**config.mk**
```make
export PLATFORM = sky130hd
export DESIGN_NAME = fc_act_feeder_flat
export DESIGN_NICKNAME = d
export VERILOG_FILES = /design/src/rtl/fc_act_feeder_pkg.sv /design/src/rtl/fc_act_feeder_if.sv /design/src/rtl/fc_act_feeder_unpack.sv /design/src/rtl/fc_act_feeder.sv /design/src/flat_wrapper.sv
export SDC_FILE = /design/constraint.sdc
export NUM_CORES = 1
export LEC_CHECK = 0
export CORE_ASPECT_RATIO = 0.8
export CORE_MARGIN = 2
export CORE_UTILIZATION = 60
export CTS_CLUSTER_SIZE = 28
export DETAILED_ROUTE_END_ITERATION = 10
export DONT_BUFFER_PORTS = 1
export MAX_ROUTING_LAYER = met4
export PLACE_DENSITY_LB_ADDON = 0.2
export SYNTH_ARGS = -nofsm -noshare
export SYNTH_HDL_FRONTEND = slang
export SYNTH_SLANG_ARGS = --single-unit
export TNS_END_PERCENT = 100
```
**constraint.sdc**
```tcl
create_clock -name clk -period 3.7 [get_ports clk]
set_input_delay 0.555 -clock clk [delete_from_list [all_inputs] [get_ports clk]]
set_output_delay 0.555 -clock clk [all_outputs]
set_load 0.03 [all_outputs]
```
**src/rtl/fc_act_feeder_pkg.sv**
```systemverilog
// fc_act_feeder_pkg
// Shared types and constants for the fully-connected stage feeder.
//   state_t      : sequencer states
//   BW_PER_ACT   : bits per activation pixel
//   ACT_PER_ADDR : pixels packed per activation SRAM word
//   BW_PER_PARAM : bits per weight
//   FC_OUT_CH    : output channels (weights per weight word)
package fc_act_feeder_pkg;

    typedef enum logic [2:0] {
        IDLE   = 3'd0,
        BIAS   = 3'd1,
        PRE    = 3'd2,
        STREAM = 3'd3,
        DRAIN  = 3'd4,
        WR0    = 3'd5,
        WR1    = 3'd6
    } state_t;

    localparam int BW_PER_ACT   = 12;
    localparam int ACT_PER_ADDR = 4;
    localparam int BW_PER_PARAM = 8;
    localparam int FC_OUT_CH    = 6;

    localparam int ACT_WORD_W = BW_PER_ACT * ACT_PER_ADDR;
    localparam int WGT_WORD_W = BW_PER_PARAM * FC_OUT_CH;

endpackage

```
**src/rtl/fc_act_feeder_if.sv**
```systemverilog
// fc_act_feeder_if
// Bus bundle between the feeder, its three SRAMs and the FC stage.
//   act_re/act_raddr/act_rdata : activation SRAM read port (1-cycle latency)
//   wgt_re/wgt_raddr/wgt_rdata : weight/bias SRAM read port (1-cycle latency)
//   f0/weight/bias/fc_enable   : pixel stream to the FC stage
//   out_wen/out_waddr          : output SRAM write strobe
// master = feeder side, slave = memory/FC side.
interface fc_act_feeder_if #(
    parameter int ACT_AW = 10,
    parameter int WGT_AW = 10,
    parameter int OUT_AW = 10
);
    import fc_act_feeder_pkg::*;

    logic                  act_re;
    logic [ACT_AW-1:0]     act_raddr;
    logic [ACT_WORD_W-1:0] act_rdata;
    logic                  wgt_re;
    logic [WGT_AW-1:0]     wgt_raddr;
    logic [WGT_WORD_W-1:0] wgt_rdata;
    logic [BW_PER_ACT-1:0] f0;
    logic [WGT_WORD_W-1:0] weight;
    logic [WGT_WORD_W-1:0] bias;
    logic                  fc_enable;
    logic                  out_wen;
    logic [OUT_AW-1:0]     out_waddr;

    modport master (
        output act_re, act_raddr, wgt_re, wgt_raddr,
        output f0, weight, bias, fc_enable, out_wen, out_waddr,
        input  act_rdata, wgt_rdata
    );

    modport slave (
        input  act_re, act_raddr, wgt_re, wgt_raddr,
        input  f0, weight, bias, fc_enable, out_wen, out_waddr,
        output act_rdata, wgt_rdata
    );

endinterface

```
**src/rtl/fc_act_feeder_unpack.sv**
```systemverilog
// fc_pix_unpack
// Picks one 12-bit pixel lane out of a packed 4-pixel activation word
// (lane 0 = most significant pixel) and optionally clamps negatives to 0.
//   word : packed activation word
//   lane : pixel index 0..3
//   pix  : selected pixel
// Optional build macro: FC_ACT_FEEDER_RELU_EN (ReLU on the selected pixel).
module fc_pix_unpack
    import fc_act_feeder_pkg::*;
(
    input  logic [ACT_WORD_W-1:0] word,
    input  logic [1:0]            lane,
    output logic [BW_PER_ACT-1:0] pix
);

    logic [BW_PER_ACT-1:0] raw_s;

    // lane select, pixel 0 sits in the top bits
    always_comb begin
        raw_s = '0;
        case (lane)
            2'd0:    raw_s = word[ACT_WORD_W-1                -: BW_PER_ACT];
            2'd1:    raw_s = word[ACT_WORD_W-1-BW_PER_ACT     -: BW_PER_ACT];
            2'd2:    raw_s = word[ACT_WORD_W-1-2*BW_PER_ACT   -: BW_PER_ACT];
            2'd3:    raw_s = word[ACT_WORD_W-1-3*BW_PER_ACT   -: BW_PER_ACT];
            default: raw_s = '0;
        endcase
    end

    // optional ReLU on the selected pixel
    always_comb begin
`ifdef FC_ACT_FEEDER_RELU_EN
        if (raw_s[BW_PER_ACT-1]) begin
            pix = '0;
        end else begin
            pix = raw_s;
        end
`else
        pix = raw_s;
`endif
    end

endmodule

```
**src/rtl/fc_act_feeder.sv**
```systemverilog
// fc_act_feeder
// Sequencer feeding the FC stage: fetches the bias word, then streams
// N_PIXELS activation pixels (one per cycle) with their weight words,
// then issues two output-SRAM write strobes.
//   clk, srst_n : clock, synchronous active-low reset
//   start       : one-cycle start pulse, honoured only in IDLE
//   bus         : SRAM read/write ports and FC stream (fc_act_feeder_if.master)
//   busy        : high outside IDLE
//   done        : one-cycle pulse on return to IDLE
// Optional build macro: FC_ACT_FEEDER_RELU_EN (clamps negative pixels to 0).
//
// Pipeline: the read for pixel k+1 is issued in STREAM cycle k and the
// output registers load pixel k at the end of STREAM cycle k, so the
// visible fc_enable window lags the STREAM state by one cycle. Pixel 0 was
// read in BIAS and parked in the hold registers during PRE.
module fc_act_feeder
    import fc_act_feeder_pkg::*;
#(
    parameter int N_PIXELS  = 48,
    parameter int ACT_AW    = 10,
    parameter int WGT_AW    = 10,
    parameter int OUT_AW    = 10,
    parameter int ACT_BASE  = 0,
    parameter int WGT_BASE  = 0,
    parameter int OUT_BASE  = 0,
    parameter int DRAIN_CYC = 1
) (
    input  logic             clk,
    input  logic             srst_n,
    input  logic             start,
    fc_act_feeder_if.master  bus,
    output logic             busy,
    output logic             done
);

    localparam int KW = $clog2(N_PIXELS);
    localparam int DW = (DRAIN_CYC < 1) ? 1 : $clog2(DRAIN_CYC + 1);

    state_t                state_r, state_s;
    logic [KW-1:0]         k_r;
    logic [DW-1:0]         drain_r;
    logic                  act_pend_r, wgt_pend_r;
    logic [ACT_WORD_W-1:0] act_hold_r;
    logic [WGT_WORD_W-1:0] wgt_hold_r, bias_r;
    logic [BW_PER_ACT-1:0] f0_r;
    logic [WGT_WORD_W-1:0] weight_r, bias_out_r;
    logic                  fc_enable_r, done_r;

    logic                  act_re_s, wgt_re_s, out_wen_s, last_s;
    logic [ACT_AW-1:0]     act_raddr_s;
    logic [WGT_AW-1:0]     wgt_raddr_s;
    logic [OUT_AW-1:0]     out_waddr_s;
    logic [KW:0]           kp1_s;
    logic [ACT_WORD_W-1:0] act_src_s;
    logic [WGT_WORD_W-1:0] wgt_src_s;
    logic [BW_PER_ACT-1:0] pix_s;

    assign last_s = (k_r == KW'(N_PIXELS - 1));
    assign kp1_s  = {1'b0, k_r} + {{KW{1'b0}}, 1'b1};

    // fresh SRAM data wins; otherwise reuse the word captured earlier
    assign act_src_s = act_pend_r ? bus.act_rdata : act_hold_r;
    assign wgt_src_s = wgt_pend_r ? bus.wgt_rdata : wgt_hold_r;

    fc_pix_unpack u_unpack (
        .word (act_src_s),
        .lane (k_r[1:0]),
        .pix  (pix_s)
    );

    // next-state and SRAM request decode
    always_comb begin
        state_s     = state_r;
        act_re_s    = 1'b0;
        act_raddr_s = '0;
        wgt_re_s    = 1'b0;
        wgt_raddr_s = '0;
        out_wen_s   = 1'b0;
        out_waddr_s = '0;
        case (state_r)
            IDLE: begin
                // a start coinciding with done is dropped
                if (start && !done_r) begin
                    state_s     = BIAS;
                    wgt_re_s    = 1'b1;
                    wgt_raddr_s = WGT_AW'(WGT_BASE) + WGT_AW'(N_PIXELS);
                end else begin
                    state_s = IDLE;
                end
            end
            BIAS: begin
                act_re_s    = 1'b1;
                act_raddr_s = ACT_AW'(ACT_BASE);
                wgt_re_s    = 1'b1;
                wgt_raddr_s = WGT_AW'(WGT_BASE);
                state_s     = PRE;
            end
            PRE: begin
                state_s = STREAM;
            end
            STREAM: begin
                if (!last_s) begin
                    wgt_re_s    = 1'b1;
                    wgt_raddr_s = WGT_AW'(WGT_BASE) + WGT_AW'(kp1_s);
                    // next pixel starts a new packed word
                    if (k_r[1:0] == 2'd3) begin
                        act_re_s    = 1'b1;
                        act_raddr_s = ACT_AW'(ACT_BASE) + ACT_AW'(kp1_s >> 2);
                    end else begin
                        act_re_s = 1'b0;
                    end
                    state_s = STREAM;
                end else begin
                    state_s = DRAIN;
                end
            end
            DRAIN: begin
                // first DRAIN cycle still shows the last registered pixel
                if (drain_r == DW'(DRAIN_CYC)) begin
                    state_s = WR0;
                end else begin
                    state_s = DRAIN;
                end
            end
            WR0: begin
                out_wen_s   = 1'b1;
                out_waddr_s = OUT_AW'(OUT_BASE);
                state_s     = WR1;
            end
            WR1: begin
                out_wen_s   = 1'b1;
                out_waddr_s = OUT_AW'(OUT_BASE) + OUT_AW'(1);
                state_s     = IDLE;
            end
            default: begin
                state_s = IDLE;
            end
        endcase
    end

    // state, counters, data capture and registered FC outputs
    always_ff @(posedge clk) begin
        if (!srst_n) begin
            state_r     <= IDLE;
            k_r         <= '0;
            drain_r     <= '0;
            act_pend_r  <= 1'b0;
            wgt_pend_r  <= 1'b0;
            act_hold_r  <= '0;
            wgt_hold_r  <= '0;
            bias_r      <= '0;
            f0_r        <= '0;
            weight_r    <= '0;
            bias_out_r  <= '0;
            fc_enable_r <= 1'b0;
            done_r      <= 1'b0;
        end else begin
            state_r    <= state_s;
            act_pend_r <= act_re_s;
            wgt_pend_r <= wgt_re_s;
            if (act_pend_r) act_hold_r <= bus.act_rdata;
            if (wgt_pend_r) wgt_hold_r <= bus.wgt_rdata;
            if (state_r == BIAS) bias_r <= bus.wgt_rdata;

            if (state_r == PRE) begin
                k_r <= '0;
            end else if (state_r == STREAM) begin
                k_r <= k_r + KW'(1);
            end

            if (state_r == STREAM) begin
                drain_r <= '0;
            end else if (state_r == DRAIN) begin
                drain_r <= drain_r + DW'(1);
            end

            fc_enable_r <= (state_r == STREAM);
            if (state_r == STREAM) begin
                f0_r       <= pix_s;
                weight_r   <= wgt_src_s;
                bias_out_r <= bias_r;
            end
            done_r <= (state_r == WR1);
        end
    end

    assign bus.act_re    = act_re_s;
    assign bus.act_raddr = act_raddr_s;
    assign bus.wgt_re    = wgt_re_s;
    assign bus.wgt_raddr = wgt_raddr_s;
    assign bus.out_wen   = out_wen_s;
    assign bus.out_waddr = out_waddr_s;
    assign bus.f0        = f0_r;
    assign bus.weight    = weight_r;
    assign bus.bias      = bias_out_r;
    assign bus.fc_enable = fc_enable_r;
    assign busy          = (state_r != IDLE);
    assign done          = done_r;

endmodule

```
**src/flat_wrapper.sv**
```systemverilog
// flat-port wrapper written by rule: the top's interface ports become plain ports
module fc_act_feeder_flat import fc_act_feeder_pkg::*;
#(
    parameter int N_PIXELS  = 48,
    parameter int ACT_AW    = 10,
    parameter int WGT_AW    = 10,
    parameter int OUT_AW    = 10,
    parameter int ACT_BASE  = 0,
    parameter int WGT_BASE  = 0,
    parameter int OUT_BASE  = 0,
    parameter int DRAIN_CYC = 1
)
  (clk, srst_n, start, busy, done, bus_act_re, bus_act_raddr, bus_wgt_re, bus_wgt_raddr, bus_f0, bus_weight, bus_bias, bus_fc_enable, bus_out_wen, bus_out_waddr, bus_act_rdata, bus_wgt_rdata);
  fc_act_feeder_if #(.ACT_AW(ACT_AW), .WGT_AW(WGT_AW), .OUT_AW(OUT_AW)) bus_i ();
  input  logic clk;
  input  logic srst_n;
  input  logic start;
  output logic busy;
  output logic done;
  output wire logic [$bits(bus_i.act_re)-1:0] bus_act_re;
  output wire logic [$bits(bus_i.act_raddr)-1:0] bus_act_raddr;
  output wire logic [$bits(bus_i.wgt_re)-1:0] bus_wgt_re;
  output wire logic [$bits(bus_i.wgt_raddr)-1:0] bus_wgt_raddr;
  output wire logic [$bits(bus_i.f0)-1:0] bus_f0;
  output wire logic [$bits(bus_i.weight)-1:0] bus_weight;
  output wire logic [$bits(bus_i.bias)-1:0] bus_bias;
  output wire logic [$bits(bus_i.fc_enable)-1:0] bus_fc_enable;
  output wire logic [$bits(bus_i.out_wen)-1:0] bus_out_wen;
  output wire logic [$bits(bus_i.out_waddr)-1:0] bus_out_waddr;
  input wire logic [$bits(bus_i.act_rdata)-1:0] bus_act_rdata;
  input wire logic [$bits(bus_i.wgt_rdata)-1:0] bus_wgt_rdata;
  assign bus_act_re = bus_i.act_re;
  assign bus_act_raddr = bus_i.act_raddr;
  assign bus_wgt_re = bus_i.wgt_re;
  assign bus_wgt_raddr = bus_i.wgt_raddr;
  assign bus_f0 = bus_i.f0;
  assign bus_weight = bus_i.weight;
  assign bus_bias = bus_i.bias;
  assign bus_fc_enable = bus_i.fc_enable;
  assign bus_out_wen = bus_i.out_wen;
  assign bus_out_waddr = bus_i.out_waddr;
  assign bus_i.act_rdata = bus_act_rdata;
  assign bus_i.wgt_rdata = bus_wgt_rdata;
  fc_act_feeder #(.N_PIXELS(N_PIXELS), .ACT_AW(ACT_AW), .WGT_AW(WGT_AW), .OUT_AW(OUT_AW), .ACT_BASE(ACT_BASE), .WGT_BASE(WGT_BASE), .OUT_BASE(OUT_BASE), .DRAIN_CYC(DRAIN_CYC)) u_core (.clk(clk), .srst_n(srst_n), .start(start), .bus(bus_i), .busy(busy), .done(done));
endmodule
```
# --- Word-level counts from Yosys, hierarchy flattened ---
# Cells that the tools add are included.
op_classes:
  mux: 21
  n_reduce_logical: 8
  n_eq_ne: 10
  bitwise: 1
  n_addsub: 3
op_table:
  columns: ["cell", "count"]
  rows:
  - ["2-to-1 mux 48 bit", 2]
  - ["one-hot mux 12 bit (4 select lines)", 1]
  - ["2-to-1 mux 10 bit", 2]
  - ["one-hot mux 10 bit (2 select lines)", 1]
  - ["one-hot mux 3 bit (6 select lines)", 1]
  - ["equality test 3 bit, second input constant", 3]
  - ["2-to-1 mux 1 bit", 8]
  - ["adder 6 x 1 -> 7 bit, second input constant", 1]
  - ["2-to-1 mux 7 bit", 1]
  - ["adder 6 x 1 -> 6 bit, second input constant", 1]
  - ["equality test 3 x 2 -> 1 bit, second input constant", 2]
  - ["equality test 6 bit, second input constant", 1]
  - ["2-to-1 mux 6 bit", 1]
  - ["OR reduction 2 bit", 3]
  - ["2-to-1 mux 5 bit", 1]
  - ["equality test 2 bit, second input constant", 2]
  - ["equality test 3 x 1 -> 1 bit, second input constant", 1]
  - ["logical NOT 3 bit", 1]
  - ["2-to-1 mux 3 bit", 1]
  - ["one-hot mux 1 bit (3 select lines)", 1]
  - ["nonzero test 3 bit", 1]
  - ["equality test 2 x 1 -> 1 bit, second input constant", 1]
  - ["logical NOT 2 bit", 1]
  - ["one-hot mux 1 bit (2 select lines)", 1]
  - ["4 further kinds", 4]
totals:
  in_bits: 99
  elab_cells: 56
  regBits: 266
  output_inout_bits: 144

# --- Depth between registers and ports, before layout ---
# Gate-level depths: netlist (run 1).
logic_depth:
  word_depth: 4
  ltp_mapped: 7
  mapped_depth_nobuf: 6

# --- By module ---
# From an unflattened synthesis (run 1), not the netlist that was laid out.
unflattened:
  cells_unflattened: 1073
  area_unflattened_um2: 10067.2
modules_own_cells:
  columns: ["mod", "seq_area_each_um2", "instances", "area_per_inst_um2", "cells_each"]
  rows:
  - ["fc_act_feeder", 5325.1, 1, 9773.1, 1059]
  - ["fc_pix_unpack", 0.0, 1, 294.0, 14]

# --- Worst setup path before layout (run 1) ---
# No wires, ideal clock.
synth_path:
  kind: "register to output"
  startpoint: "register u_core.state_r[0]"
  endpoint: "output port bus_wgt_raddr[4]"
  setup_slack_ns: 1.465
  path_stages_with_launch: 6
  path_buffers: 3
  required_ns: 3.145
  arrival_ns: 1.680
  cell_sequence: "dfxtp_1 buf_2 nand3b_1 buf_2 buf_2 o21ai_0"
synth_via:
  elab_chain_cells: 2
  elab_cells_between_ends: 3
  cone_classes: "1 x eq/ne; 1 x mux; 1 x reduce/logical"
synth_lines:
  columns: ["element", "line", "source"]
  rows:
  - ["start: declaration", "fc_act_feeder.sv:39", "state_t state_r, state_s;"]
  - ["start signal: assignment", "fc_act_feeder.sv:158", "state_r <= state_s;"]
  - ["equality test 3 x 2 -> 1 bit or logical NOT 3 bit (tied branches)", "fc_act_feeder.sv:80", "case (state_r)"]
  - ["one-hot mux 10 bit (2 select lines) *", "fc_act_feeder.sv:80", null]
  - ["end: declaration", "flat_wrapper.sv:23", "output wire logic [$bits(bus_i.wgt_raddr)-1:0] bus_wgt_raddr;"]
# Every way passes the cells marked *; elsewhere a longest branch is shown, timed or not.

# --- Final worst setup path (run 1) ---
layout_path:
  startpoint: "register u_core.state_r[1]"
  endpoint: "output port bus_act_raddr[2]"
layout_via:
  elab_chain_cells: 2
layout_lines:
  columns: ["element", "line", "source"]
  rows:
  - ["equality test 3 x 2 -> 1 bit", "fc_act_feeder.sv:80", null]
  - ["2-to-1 mux 10 bit", "fc_act_feeder.sv:80", null]
  - ["end: declaration", "flat_wrapper.sv:21", "output wire logic [$bits(bus_i.act_raddr)-1:0] bus_act_raddr;"]
# Every way passes these cells.

==> results of run 1 <==
## path summary, 6_finish.rpt
path / slack [ps] / depth (start not counted) / to / from
hold reg to reg: 460 / 2 / u_core.bus.bias[37] / u_core.bias_r[37]
setup reg to reg: 850 / 5 / u_core.bus.weight[12] / u_core.state_r[1]
hold / removal: 170 / 1 / u_core.done / srst_n
setup / recovery: 560 / 5 / bus_act_raddr[2] / u_core.state_r[1]
## flip-flops by register name (all words and copies together), names as in the netlist, 3 cells and up
name,flops
u_core.act_hold_r,48
u_core.bias_r,48
u_core.bus.bias,48
u_core.bus.weight,48
u_core.wgt_hold_r,48
u_core.bus.f0,12
u_core.k_r,6
u_core.state_r,3
## power by group
group	internal [mW]	leakage [nW]	total [mW]	switching, mW
combinational	0.211	1.86	0.479	0.268
sequential	3.01	2.16	3.19	0.182
clock	1.43	0.384	2.46	1.03
total	4.65	4.40	6.13	1.48
## through the flow
stage,worst slack [ps],total power [mW]
6_report,559,6.13
5_1_grt,345,6.36
4_1_cts,529,6.17
3_5_place_dp,874,3.74
3_3_place_gp,957,3.72
2_1_floorplan,1460,3.67
## cell type report
class,instances,area (um2)
clock inverters,3,40.0
multi-input cells,749,4650
inverters,8,30.0
well taps,225,282
repair buffers,14,118
fillers,1458,5970
clock buffers,40,742
flip-flops and latches,266,5330
## kinds of logic after synthesis
family / count (synthesis)
XOR/XNOR: 7
multiplexers: 97
AND/OR/NAND/NOR: 427
AO/OA/AOI/OAI: 196
adder cells (fa/ha/maj): 5
other: 1
flip-flops: 266
buffers and inverters: 110
## critical path: cells and delay by family, from the launching register on
kind	cells	cell delay, ps
AO/OA/AOI/OAI	1	220
buffers and inverters	1	190
flip-flops	1	640
AND/OR/NAND/NOR	3	1010
## cells in the mapped netlist, types with 2 or more instances
master,count,area [um2]
a21boi_0,92,691
a21boi_1,5,37.5
a21o_1,13,97.6
a21oi_1,6,30.0
and2_1,4,25.0
buf_1,2,7.51
buf_2,32,160
buf_4,22,165
clkbuf_1,46,173
dfxtp_1,266,5330
ha_1,5,62.6
inv_1,8,30.0
mux2i_1,96,961
nand2_1,266,998
nand3_1,3,15.0
nor2_1,30,113
nor2b_1,98,613
nor3_1,16,80.1
o211a_1,48,480
o21ai_0,6,30.0
o21ai_1,9,45.0
o22ai_1,12,75.1
xnor2_1,4,35.0
xor2_1,3,26.3
## routing by layer
layer	share of wire, %	vias up	global-route usage (%)	routed length (um)
li1	-	3548	-	-
met1	46	3272	32.3	10200
met2	42	195	34.0	9260
met3	9.1	39	6.93	2000
met4	2.3	0	5.55	515
met5	0	-	-	0
==> results.md, run 1 <==
- Global Route Usage Sum: between 20% and 30%
- Routed wire length: ~22000 um
- Pin count of the biggest net entering global routing: between 200 and 300
- Most frequent cells in the layout: nand2_1, dfxtp_1, nor2b_1
- Post-synthesis mux area share: a little under a tenth
- Area Overhead vs Synth: 7.19%
- Final Hold Vio Count: 0
- Cts repair resizes: 0
- Post-DRT Antenna Nets: 0
- Pwr Density: approximately 550 nW/um2
- Pleak: approximately 4.4 nW
- Total iterations of the first detailed-routing run: 4
- Critical path required time: ~3100 ps
- Worst slew pin tran: between 1000 and 1500 ps
- TritonCTS Buffers: 25
- H-tree depth: 1
- Crit path launch type: register
- Core Box Area: 17200 um2
- DRC: 0
- Setup_tns: 0 ps
- Number of synthesized flops with an enable pin: 0
- Final period util: between 80% and 90%
- Num rows: 43
- Placed inst area: 10400 um2
- Clock Latency Late Sink: 510 ps
- Fin. max-slew vios: 0
- # placed instances: 1262
- Endpoints failing setup: 0
- Syn_area_per_cell: 9.42 um2
- Fin area: around 11000 um2
- Post CTS Setup Buffer Count: 0
- Max-cap violation count: 0
- Via Count: just over 7k
- Die W: about 150 um
- TritonCTS Sinks: about 270
- CTS max path bufs: 3
- Starting Density: between 60% and 70%
- Arr. time, crit path: approximately 2600 ps
- Synthesized flop and latch total: between 200 and 300
- Clk_skew: 12.1 ps
- Max stage delay on crit path: 640 ps
- Largest family of logic cells by synthesized area: simple AND/OR/NAND/NOR gates
- Diodes inserted: 0
- Clock slew at the register clock pins of the worst setup and hold paths: about 70 ps
- Top FF cell, synth: dfxtp_1
- Max Clock Freq: 318 MHz
- Cell Area, Synth: 10400 um2
- RSZ-0062 raised after global routing: no
- Crit-path cells: and3b_4 -> o31ai_4 -> or2_1 -> nor2_1 -> buf_4
- Synth cell types: 41
- Initial antenna violation count: 0
- RePlAce Congestion: 0.824
- Adder-cell share of the synthesized area: 0.599%
- Maximum VDD drop: 0.410 mV
- Kind of critical path: reg -> out
- Crit-path max FO: 30
- DPL Wire Length: 14000 um
- CP max-delay cell: dfxtp_1
- Synth async-reset ratio: 0%
- Most common cell after layout, fill and taps aside: nand2_1
- Final Non-Filler Cells: between 1k and 1.5k
- Post-Synth XOR/XNOR Area: less than 1%
- Utilization after layout: around two thirds
- Simple-gate share of the synthesized area: a little under a fifth
- Starting DRC count in detailed routing: 386
- Cts hold-fix bufs: 0
- Min-delay worst type: in -> reg
- Die height: 122 um
- Vias in the first global route: roughly 6.3k
- Outcome: completed
- Congestion Overflow GR: 0
- Post-Synthesis Cells: 1109
- Yosys warnings: 0
- Clk root buf: clkbuf_16
- IO Pins: about 240
- Post-synthesis compound-gate area fraction: between 10% and 20%
- Die area: ~18000 um2
- Setup crit end kind: output pin
- Vias per Instance: between 5 and 6
- Share of layout cells above drive strength 1: under 10%
- Global-route wire length before repair: around 34000 um
- Sequential share of the synthesized area: approximately half
- Input/output buffers: 0
- Final net count: approximately 1.2k
- Final Critical Period: about 3100 ps
- CTS tree: built
- Wire per inst: ~17 um
- Rel. slew slack: 33.2%
- WHS: approximately 170 ps
Power figures use the tool's default switching activity.
==> run 2: changes to the inputs <==
--- a/config.mk
+++ b/config.mk
@@ -5,6 +5,7 @@
 export SDC_FILE = /design/constraint.sdc
 export NUM_CORES = 1
 export LEC_CHECK = 0
+export ABC_AREA = 1
 export CORE_ASPECT_RATIO = 0.8
 export CORE_MARGIN = 2
 export CORE_UTILIZATION = 60
==> constraint.sdc (replaced) <==
create_clock -name clk -period 3.24 [get_ports clk]
set_input_delay 0.486 -clock clk [delete_from_list [all_inputs] [get_ports clk]]
set_output_delay 0.486 -clock clk [all_outputs]
set_load 0.03 [all_outputs]
==> run 2 against run 1 <==
  * Register-to-register slack lost 110 ps
  * Area after synthesis fell by 4.2%
  * Routed wire length up 5.2%
  * Clock skew fell by 5.6 ps
  * Sequential power increased by 15%
  * Highest routed layer unchanged
  * Non-clock buffer count up 3
  * Largest power group unchanged
==> results.md, run 2 <==
- Outcome: completed
- Final net count: about 1.3k
- CTS max path bufs: 3
- Crit-path max FO: 11
- Cts hold-fix bufs: 0
- Core Box Area: 16400 um2
- Synth cell types: 29
- Sequential share of the synthesized area: a little over half
- Via Count: a little under 8k
- Setup_tns: 0 ps
- Pin count of the biggest net entering global routing: approximately 100
- Pwr Density: about 680 nW/um2
- Final Non-Filler Cells: around 1.5k
- Crit-path cells: nand2_2 -> nor2_2 -> o21ai_2 -> nor2_1
- RePlAce Congestion: 0.845
- TritonCTS Buffers: 25
- Clk root buf: clkbuf_16
- Crit path launch type: register
- Endpoints failing setup: 0
- Number of synthesized flops with an enable pin: 0
- H-tree depth: 1
- TritonCTS Sinks: approximately 270
- Global-route wire length before repair: around 36000 um
- Arr. time, crit path: between 2000 and 2500 ps
- Max Clock Freq: approximately 340 MHz
- Top post-synthesis cells by count: nand2_1, dfxtp_1, o21ai_0, inv_1, nor2_1
- Global Route Usage Sum: approximately a quarter
- Clock slew at the register clock pins of the worst setup and hold paths: around 60 ps
- Clk_skew: about 6.6 ps
- CP max-delay cell: nor2_2
- Vias in the first global route: about 7k
- Kind of critical path: reg -> out
- Wire per inst: about 16 um
- Count leader, synth: nand2_1
- Clock power share: roughly two fifths
- Final period util: approximately nine tenths
- Critical path required time: ~2800 ps
- Post-Synthesis Cells: roughly 1.3k
- Final Critical Period: around 3000 ps
- IO Pins: roughly 240
- Cell Area, Synth: ~10000 um2
- Sw frac: 25.7%
- Main area contributors after synthesis: dfxtp_1, nand2_1, o21ai_0, inv_1, mux2i_1
- Synthesized flop and latch total: roughly 270
- CTS tree: built
- Max stage delay on crit path: 540 ps
- Congestion Overflow GR: 0
- Clock Latency Late Sink: slightly above 500 ps
- Die area: 17700 um2
- Setup crit end kind: output pin
- Worst slew pin tran: about 1200 ps
- DPL Wire Length: between 10000 and 15000 um
- Num rows: 42
- Maximum VDD drop: 0.495 mV
- Share of layout cells above drive strength 1: about 5%
- Final Hold Vio Count: 0
- Most frequent cells in the layout: nand2_1, dfxtp_1, o21ai_0
- Vias per Instance: 5.25
- Syn_area_per_cell: roughly 7.9 um2
- RSZ-0062 raised after global routing: no
- Total power: 7.37 mW
- Leading area contributor after synthesis: dfxtp_1
- Min-delay worst type: in -> reg
- Post CTS Setup Buffer Count: 0
- Top FF cell, synth: dfxtp_1
- Routed wire length: about 23000 um
- Die W: around 150 um
- Rel. slew slack: ~23%
- Starting Density: 60.8%
- Max-cap violation count: 0
- Post-DRT Antenna Nets: 0
- Pleak: between 4 and 5 nW
- # placed instances: between 1k and 1.5k
- Yosys warnings: 0
- DRC: 0
- Combinational Power Share: 11.4%
- Most common cell after layout, fill and taps aside: nand2_1
- Starting DRC count in detailed routing: around 540
- Fin. max-slew vios: 0
- Input/output buffers: 0
- Int Pwr: 5.48 mW
- Total iterations of the first detailed-routing run: 4
- Top cell type's share of synthesized area: a little over half
- Synth async-reset ratio: 0%
- Area Overhead vs Synth: 8.13%
- Register share of total power: 49.7%
- Die height: roughly 120 um
- Initial antenna violation count: 0
- P_sw: roughly 1.9 mW
- Diodes inserted: 0
run 2: cell count changes after synthesis, sizes merged, moves of 13 or more:
cell and delta:
o211a -48, nor2b -98, nor2 +96, nand2 +50
a21boi -97, a21o -13, o21ai +145, mux2i -48
inv +129, clkbuf -17, nand3 +38, a21oi +61
run 2: kinds of logic (layout without fill, tap and decap cells):
logic type / Yosys count / after routing / share of synthesized area (%)
compound gates: 231 / 231 / 11.7
flops: 266 / 266 / 53.3
fa+ha+maj: 5 / 5 / 0.626
buf+inv: 227 / 194 / 10.1
simple gates: 494 / 494 / 19.5
mux: 48 / 48 / 4.80
other cells: 1 / 17 / 0.0375
run 2: layer usage:
layer / vias to the layer above / part of all wire [%] / GRT usage [%]
met5: - / 0 / -
met4: 0 / 2.4 / 6.73
met3: 38 / 9.0 / 7.36
met2: 243 / 45 / 39.6
met1: 3567 / 44 / 33.9
li1: 3902 / - / -
run 2: through the flow:
| stage | worst slack [ps] | utilization (%) | cell area [um2] | hold slack [ps] |
|---|---|---|---|---|
| final | 278 | 65.7 | 10800 | 118 |
| after global routing | 120 | 65.7 | 10800 | 110 |
| after CTS | 164 | 65.7 | 10800 | 100 |
| after detailed placement | 718 | 60.9 | 10000 | 437 |
| after global placement | 761 | 60.9 | 10000 | 431 |
| after floorplan | 944 | - | 10100 | 424 |
run 2: power groups by stage:
stage | combinational (mW) | clock (mW) | sequential, mW
CTS | 0.844 | 2.90 | 3.66
global route | 0.953 | 3.04 | 3.68
detailed placement | 0.834 | 0 | 3.74
finish | 0.842 | 2.87 | 3.67
floorplan | 0.741 | 0 | 3.68
global placement | 0.817 | 0 | 3.73
run 2: area by class of cell:
cell class                 count  area, um2
multi-input combinational    795       3730
fill                        1414       5640
tap                          220        275
timing repair buffer          17        165
clock inverter                 4       70.1
clock buffer                  36        727
sequential                   266       5330
inverter                     137        515
run 2: worst max-delay path, delay by kind of cell (launching register included):
family / cells / cell delay, ps
and+or+nand+nor: 3 / 1160
DFF: 1 / 480
AOI/OAI and AO/OA: 1 / 320
run 2: path summary, 6_finish.rpt:
kind	from	to	slack, ps	cells past startpoint
min reg2reg	u_core.bias_r[7]	u_core.bias_r[7]	440	2
max reg2reg	u_core.state_r[0]	u_core.bus.weight[21]	740	5
min	srst_n	u_core.bias_r[19]	120	2
max	u_core.state_r[0]	bus_act_raddr[0]	280	4
run 2: what timing repair did:
action,4_1_cts,5_1_grt
hold endpoints to repair,0,0
gates resized for setup,0,1
endpoints found under the setup margin,0,1
==> run 3: changes to the inputs <==
--- a/config.mk
+++ b/config.mk
@@ -6,12 +6,12 @@
 export NUM_CORES = 1
 export LEC_CHECK = 0
 export ABC_AREA = 1
+export BUFFER_PORTS_ARGS = -buffer_cell sky130_fd_sc_hd__buf_2
 export CORE_ASPECT_RATIO = 0.8
-export CORE_MARGIN = 2
-export CORE_UTILIZATION = 60
+export CORE_MARGIN = 10
+export CORE_UTILIZATION = 53
 export CTS_CLUSTER_SIZE = 28
 export DETAILED_ROUTE_END_ITERATION = 10
-export DONT_BUFFER_PORTS = 1
 export MAX_ROUTING_LAYER = met4
 export PLACE_DENSITY_LB_ADDON = 0.2
 export SYNTH_ARGS = -nofsm -noshare
==> run 3 against run 2 <==
  * Global-route usage is 5.3 points lower
  * Worst hold slack better by 120 ps
  * Sequential share of layout area is 5.0 points lower
  * Maximum frequency is 0.50% higher
  * Worst setup slack better by 15 ps
  * Critical path depth is 1 higher
==> results.md, run 3 (synthesis results as in run 2) <==
- Outcome: completed
- Pleak: roughly 5.6 nW
- Crit path max-delay family: simple AND/OR/NAND/NOR gates
- Congestion Overflow GR: 0
- IO Pins: around 240
- RePlAce Congestion: approximately 0.85
- Fin. max-slew vios: 0
- Crit path launch type: register
- Critical path required time: 2750 ps
- Post-DRT Antenna Nets: 0
- Pwr Density: 646 nW/um2
- Worst slew pin tran: between 1000 and 1500 ps
- Cts hold-fix bufs: 0
- Hold path depth: 3
- CTS max path bufs: 3
- Crit-path max FO: 11
- Share of layout cells above drive strength 1: 19.3%
- TritonCTS Sinks: ~270
- Final period util: 91.0%
- Clock slew at the register clock pins of the worst setup and hold paths: about 60 ps
- Core Box Area: between 15000 and 20000 um2
- Starting Density: 54.5%
- Setup crit end kind: output pin
- Arr. time, crit path: approximately 2500 ps
- Critical Path Stages: 5
- Final Critical Period: 2950 ps
- CP max-delay cell: nor2_2
- Wire per inst: about 15 um
- Fillers: between 1.5k and 2k
- Pin count of the biggest net entering global routing: ~110
- TritonCTS Buffers: 26
- Max-cap violation count: 0
- Global Route Usage Sum: around a fifth
- DRC: 0
- Final Hold Vio Count: 0
- Input/output buffers: about 230
- Fin area: about 12000 um2
- Die height: around 140 um
- Clock Latency Late Sink: 520 ps
- Crit Reg-Reg Startpoint: u_core.state_r[0]
- RSZ-0062 raised after global routing: no
- Cts repair resizes: 0
- Num rows: 44
- Total power: 7.76 mW
- Crit path buf inv count: 1
- Maximum VDD drop: 0.385 mV
- Global-route wire length before repair: 41700 um
- Die area: around 25000 um2
- Routed wire length: between 20000 and 30000 um
- Final net count: approximately 1.6k
- Most common cell after layout, fill and taps aside: nand2_1
- Total iterations of the first detailed-routing run: 5
- Kind of critical path: reg -> out
- Max Clock Freq: about 340 MHz
- Endpoints failing setup: 0
- Post CTS Setup Buffer Count: 0
- Diodes inserted: 0
- Crit-path cells: nand2_2 -> nor2_2 -> o21ai_2 -> nor3_1 -> buf_2
- Vias in the first global route: about 8.0k
- CTS tree: built
- DPL Wire Length: between 15000 and 20000 um
- HP Start: bus_act_rdata[36]
- WHS: 238 ps
- Setup crit start: u_core.state_r[0]
- Placed inst area: approximately 11000 um2
- Die W: between 150 and 200 um
- H-tree depth: 1
- Clk_skew: around 9.3 ps
- Seq. cell area: ~5300 um2
- Min-delay worst type: in -> reg
- Area Overhead vs Synth: 20.3%
- Most frequent cells in the layout: nand2_1, dfxtp_1, buf_2
- Rel. slew slack: a little under a quarter
- Clk root buf: clkbuf_16
- Vias per Instance: around 4.8
- Multi-input gate area: roughly 3700 um2
- Setup_tns: 0 ps
- Initial antenna violation count: 0
- Max stage delay on crit path: roughly 530 ps
- Starting DRC count in detailed routing: 557
- Via Count: between 8k and 9k
- Reg2reg path depth: 6
run 3: changes by cell type in the layout (fill, tap and decap cells not counted), sizes merged:
cell      change
buf         +216
clkinv        +4
clkbuf        +2
bufinv        +1
clkinvlp      +1
run 3: stage by stage:
step	worst slack [ps]	instances	utilization, %
floorplan	944	1288	-
global placement	883	1684	60.6
detailed placement	755	1684	60.6
CTS	279	1732	65.6
global route	109	1732	65.6
finish	292	1732	65.6
run 3: worst paths after layout:
kind                                         endpoint  slack (ps)
worst max-delay path                 bus_act_raddr[3]         290
worst min-delay path            u_core.act_hold_r[36]         240
worst max register to register       u_core.bus.f0[8]         700
worst min register to register      u_core.bias_r[44]         450
run 3: report_power, final:
part | leakage, nW | switching, mW | total [mW] | internal, mW
Combinational | 3.01 | 0.664 | 0.987 | 0.323
Clock | 0.454 | 1.24 | 3.16 | 1.92
Sequential | 2.16 | 0.106 | 3.62 | 3.51
run 3: cell type report:
cell class	instances	area share [%]
Sequential cell	266	44.3
Inverter	137	4.29
Tap cell	253	2.63
Clock buffer	38	6.54
Clock inverter	10	1.09
Timing Repair Buffer	233	10.1
Multi-Input combinational cell	795	31.1
run 3: routing by layer:
layer	share of wire [%]	global-route usage (%)	up-vias
met3	6.8	4.98	23
met1	47	26.4	3782
met2	45	32.6	258
met4	1.3	3.82	0
li1	-	-	4329
met5	0	-	-
run 3: worst min-delay path, stage by stage:
cell and delay, ps:
buf_2 90, nand2_1 70, a21oi_1 60
